$ cat config.mk
export PLATFORM = sky130hd
export DESIGN_NAME = game_sequencer
export DESIGN_NICKNAME = d
export VERILOG_FILES = /design/src/rtl/game_sequencer.sv
export SDC_FILE = /design/constraint.sdc
export NUM_CORES = 1
export LEC_CHECK = 0
export ABC_AREA = 1
export CORE_UTILIZATION = 46
export DETAILED_ROUTE_END_ITERATION = 10
export GPL_TIMING_DRIVEN = 0
export MAX_ROUTING_LAYER = met4
export PLACE_DENSITY = 0.81
export SLEW_MARGIN = 25
export SYNTH_ARGS = -nofsm -noshare
export SYNTH_HDL_FRONTEND = slang
export SYNTH_SLANG_ARGS = --single-unit
$ cat constraint.sdc
create_clock -name clk -period 1.3 [get_ports clk]
set_input_delay 0.26 -clock clk [delete_from_list [all_inputs] [get_ports clk]]
set_output_delay 0.26 -clock clk [all_outputs]
set_load 0.02 [all_outputs]
$ cat src/rtl/game_sequencer.sv
// Game-phase controller: sequences idle, countdown, play, hit-freeze, pause and end states,
// tracks lives and gates the gameplay tick.
module game_sequencer #(
    parameter int unsigned LIVES_INIT       = 3,
    parameter int unsigned COUNTDOWN_TICKS  = 60,
    parameter int unsigned HIT_FREEZE_TICKS = 30,
    parameter logic [7:0]  WIN_LEVEL        = 8'd10
) (
    input  logic       clk,
    input  logic       rst,
    input  logic       game_en,
    input  logic       start_n,
    input  logic       pause_sw,
    input  logic       collision,
    input  logic [7:0] bank_level,
    output logic       play_en,
    output logic       sub_rst,
    output logic [2:0] state,
    output logic [2:0] lives,
    output logic       flash
);

    typedef enum logic [2:0] {
        S_IDLE      = 3'd0,
        S_COUNTDOWN = 3'd1,
        S_PLAY      = 3'd2,
        S_HIT       = 3'd3,
        S_PAUSE     = 3'd4,
        S_GAME_OVER = 3'd5,
        S_WIN       = 3'd6
    } state_t;

    state_t     cur_state, next_state;
    logic [2:0] lives_d;
    logic [7:0] timer, timer_d;
    logic       sub_rst_d, flash_d;
    logic       start_q, coll_q;
    logic       start_press, hit;

    assign start_press = start_q & ~start_n;
    assign hit         = collision & ~coll_q;

    always_ff @(posedge clk) begin
        if (rst) begin
            cur_state <= S_IDLE;
            lives     <= 3'(LIVES_INIT);
            timer     <= '0;
            sub_rst   <= 1'b0;
            flash     <= 1'b0;
            start_q   <= 1'b1;
            coll_q    <= 1'b0;
        end else begin
            cur_state <= next_state;
            lives     <= lives_d;
            timer     <= timer_d;
            sub_rst   <= sub_rst_d;
            flash     <= flash_d;
            start_q   <= start_n;
            coll_q    <= collision;
        end
    end

    always_comb begin
        next_state = cur_state;
        lives_d    = lives;
        timer_d    = timer;
        sub_rst_d  = 1'b0;
        case (cur_state)
            S_IDLE, S_GAME_OVER, S_WIN: begin
                if (start_press) begin
                    next_state = S_COUNTDOWN;
                    timer_d    = 8'(COUNTDOWN_TICKS);
                    lives_d    = 3'(LIVES_INIT);
                    sub_rst_d  = 1'b1;
                end
            end
            S_COUNTDOWN, S_HIT: begin
                // Exit on the tick that would take the timer from 1 to 0, so it never wraps.
                if (game_en) begin
                    timer_d = timer - 8'd1;
                    if (timer == 8'd1) next_state = S_PLAY;
                end
            end
            S_PLAY: begin
                if (hit && lives == 3'd1) begin
                    next_state = S_GAME_OVER;
                    lives_d    = '0;
                end else if (hit) begin
                    next_state = S_HIT;
                    lives_d    = lives - 3'd1;
                    timer_d    = 8'(HIT_FREEZE_TICKS);
                end else if (bank_level >= WIN_LEVEL) begin
                    next_state = S_WIN;
                end else if (pause_sw) begin
                    next_state = S_PAUSE;
                end
            end
            S_PAUSE: begin
                if (!pause_sw) next_state = S_PLAY;
            end
            default: next_state = S_IDLE;
        endcase

        // Flash is registered from the upcoming state/timer so it lines up with them.
        case (next_state)
            S_COUNTDOWN: flash_d = timer_d[3];
            S_HIT:       flash_d = timer_d[1];
            S_GAME_OVER: flash_d = 1'b1;
            default:     flash_d = 1'b0;
        endcase
    end

    assign state   = cur_state;
    assign play_en = game_en & (cur_state == S_PLAY) & ~pause_sw;

endmodule

==> results.json <==
{
  "status": "complete, but fails checks",
  "violations": "setup timing",
  "drv_slew": 0,
  "cts_tree": "built",
  "clockBufferDepth": 2,
  "worstMarginPinSlew_ns": 0.457,
  "drc": 0,
  "timing.hold.ws_ns": 0.497,
  "cts_num_sinks": 18,
  "drt_iter0_markers": 34,
  "multi_input_area_um2": 872,
  "seq_area_um2": 380,
  "die-area_um2": 2880,
  "yosysTopAreaCell": "dfxtp_1",
  "skew_ns": 0.0106,
  "antenna_found_initial": 0,
  "synth_area_per_cell_um2": 6.41,
  "insertion_delay_ns": 0.31,
  "firstDrtPassIters": 4,
  "hp-class": "primary input to flop",
  "p_leak_nw": 0.842,
  "ys_top_cells_by_area": "dfxtp_1, nand2_1, nor2_1",
  "die_h_um": 53.7,
  "clk_pin_slew_ns": 0.12,
  "track_usage_pct": 24.4,
  "cts-root-buf": "clkbuf_4",
  "drv_cap": 0,
  "grt_pass1_wl_um": 4900,
  "startpoint_type": "flop",
  "finalCriticalPeriod_ns": 1.46,
  "ys_seq_area_share_pct": 29.3,
  "layout-drive-gt1-share_pct": 34.5,
  "vdd_drop_max_uv": 855,
  "coreArea_um2": 2500,
  "fill_cells": 207,
  "worstSetupPathType": "flop to output pin",
  "top_level_ports": 23,
  "slowest_stage": "dfxtp_4",
  "num_rows": 18,
  "overflow": 0,
  "required_ns": 1.04,
  "grt_max_degree": 11,
  "place_hpwl_um": 2100,
  "ys_types": 27,
  "areaGrowthSynthToFinish_pct": 42.1,
  "cp_cell_sequence": "inv_4, nand2_4, inv_4, nand2_4, nor3_2, buf_4",
  "critPathBufInv": 3,
  "relSlewSlack_pct": 69.5,
  "finalSetupTns_ns": -0.933,
  "nets": 245,
  "hold_buffers": 0,
  "min_period_over_period_pct": 112,
  "ant_nets": 0,
  "powerDensity_nw_per_um2": 980,
  "layout_setup_ws_ns": -0.157,
  "grt_pass1_vias": 1139,
  "cp_data_arrival_time_ns": 1.20,
  "diodes": 0,
  "crit_path_max_fanout": 4,
  "worstSetupEndpointType": "output pin",
  "start_util_pct": 49.2,
  "syn_inst": 192,
  "cts_buffers": 3,
  "max_freq_ghz": 0.686,
  "hold_viol_final": 0,
  "htreeDepth": 1,
  "synth_top_area_share_pct": 29.3,
  "yosys_warnings": 0,
  "rsz0062_at_grt": "true",
  "die_w_um": 53.7,
  "ys_ff_latch": 18,
  "post_drt_wl_per_cell_um": 11.6,
  "gp_congestion": 0.922,
  "io_buffers": 21,
  "routed_wl_um": 2960,
  "vias": 1269,
  "via_per_inst": 4.96,
  "critPathMaxStageDelay_ns": 0.37,
  "setup_viol": 12,
  "critPathTopFamily": "flip-flops",
  "synthesis.area_um2": 1230,
  "synth_nets": 210
}
-- timing repair --
item,4_1_cts,5_1_grt
pin swaps,7,10
endpoints found under the hold margin,0,0
gates resized for setup,50,26
buffers inserted,6,3
setup endpoints to repair,21,17
-- stage by stage --
step	cell area, µm²	instances	power (mW)	worst slack, ns	util (%)
after floorplan	1250	192	1.07	0.00747	-
after global placement	1500	243	1.22	-0.687	59.8
after global routing	1750	256	1.83	-0.194	69.9
final	1750	256	1.71	-0.157	69.9
after detailed placement	1500	243	1.23	-0.672	59.8
after CTS	1650	253	1.65	-0.171	65.9
-- cell type report --
type | instances | share of cell area [%]
multi-input cells | 140 | 49.9
inverters | 32 | 7.44
repair buffers | 30 | 15.3
flip-flops and latches | 18 | 21.8
well taps | 30 | 2.15
clock buffers | 4 | 2.08
plain buffers | 2 | 1.36
-- cells in the mapped netlist --
cell type  instances
nor3_1             2
clkbuf_1           1
a21oi_2            1
xor2_1             3
o21ai_0            8
nand3_1           10
a21oi_1           12
nor3_2             1
inv_1             25
nor2_1            31
nor2_4             3
a21oi_4            1
nand3_2            1
nand2_2            7
dfxtp_1           18
nand2_4            2
inv_2              7
ha_1               4
nor2_2             4
o21ai_1            2
buf_4              1
a31o_2             1
o21ai_2            1
o211ai_1           2
xnor2_1            1
nand2_1           42
nand4_1            1
-- worst reg2reg max path: stages (launching register included) --
cell and delay [ns]:
dfxtp_4 0.38, buf_4 0.15, nor2_4 0.05, nor2_4 0.16
inv_1 0.08, nand3_1 0.08, nand3_1 0.08, nor2_2 0.15
nand3_1 0.08, nand2_1 0.06, nor2_1 0.03
-- metal layers --
metal | share of wire (%) | vias up | track usage, %
met2 | 48 | 35 | 38.5
met3 | 3.4 | 5 | 3.67
li1 | - | 669 | -
met5 | 0 | - | -
met4 | 1.2 | 0 | 9.21
met1 | 47 | 560 | 31.2
-- cell families (layout without fill, tap and decap cells) --
| group | after synthesis | after routing | share of synthesized area [%] |
|---|---|---|---|
| AOI/OAI and AO/OA | 28 | 28 | 13.6 |
| xor gates and xnor gates | 4 | 4 | 2.85 |
| adders and majority gates | 4 | 4 | 4.07 |
| buffers and inverters | 34 | 68 | 10.7 |
| DFF | 18 | 18 | 29.3 |
| and+or+nand+nor | 104 | 104 | 39.5 |
-- where the power goes --
part	leakage, nW	switching, mW	internal [mW]
clock	0.0210	0.196	0.171
sequential	0.151	0.0585	0.608
combinational	0.670	0.390	0.290
total	0.842	0.645	1.07
-- placed cells by master, fill, tap and decap left out, drive strengths merged --
cell type / instances
nand3: 11
clkdlybuf4s50: 11
clkbuf: 5
dfxtp: 18
xor2: 3
nand2: 51
buf: 13
o211ai: 2
dlygate4sd2: 4
a21oi: 14
clkdlybuf4s15: 3
nand4: 1
o21ai: 11
xnor2: 1
a31o: 1
nor2: 38
inv: 32
ha: 4
nor3: 3
-- sequential cells by signal (all words and copies together), names as in the netlist --
| signal | count |
|---|---|
| flash | 1 |
| coll_q | 1 |
| start_q | 1 |
| state | 3 |
| sub_rst | 1 |
| lives | 3 |
| timer | 8 |
-- final timing paths --
path / from / end / slack (ns) / cells after the start
setup / recovery: state[0]$_SDFF_PP0_ / play_en / -0.16 / 6
hold / removal: collision / coll_q$_SDFF_PP0_ / 0.50 / 3
setup reg to reg: state[0]$_SDFF_PP0_ / flash$_SDFF_PP0_ / -0.11 / 10
hold reg to reg: timer[0]$_SDFFE_PP0P_ / timer[0]$_SDFFE_PP0P_ / 0.50 / 2
(Power assumes the default switching activity.)
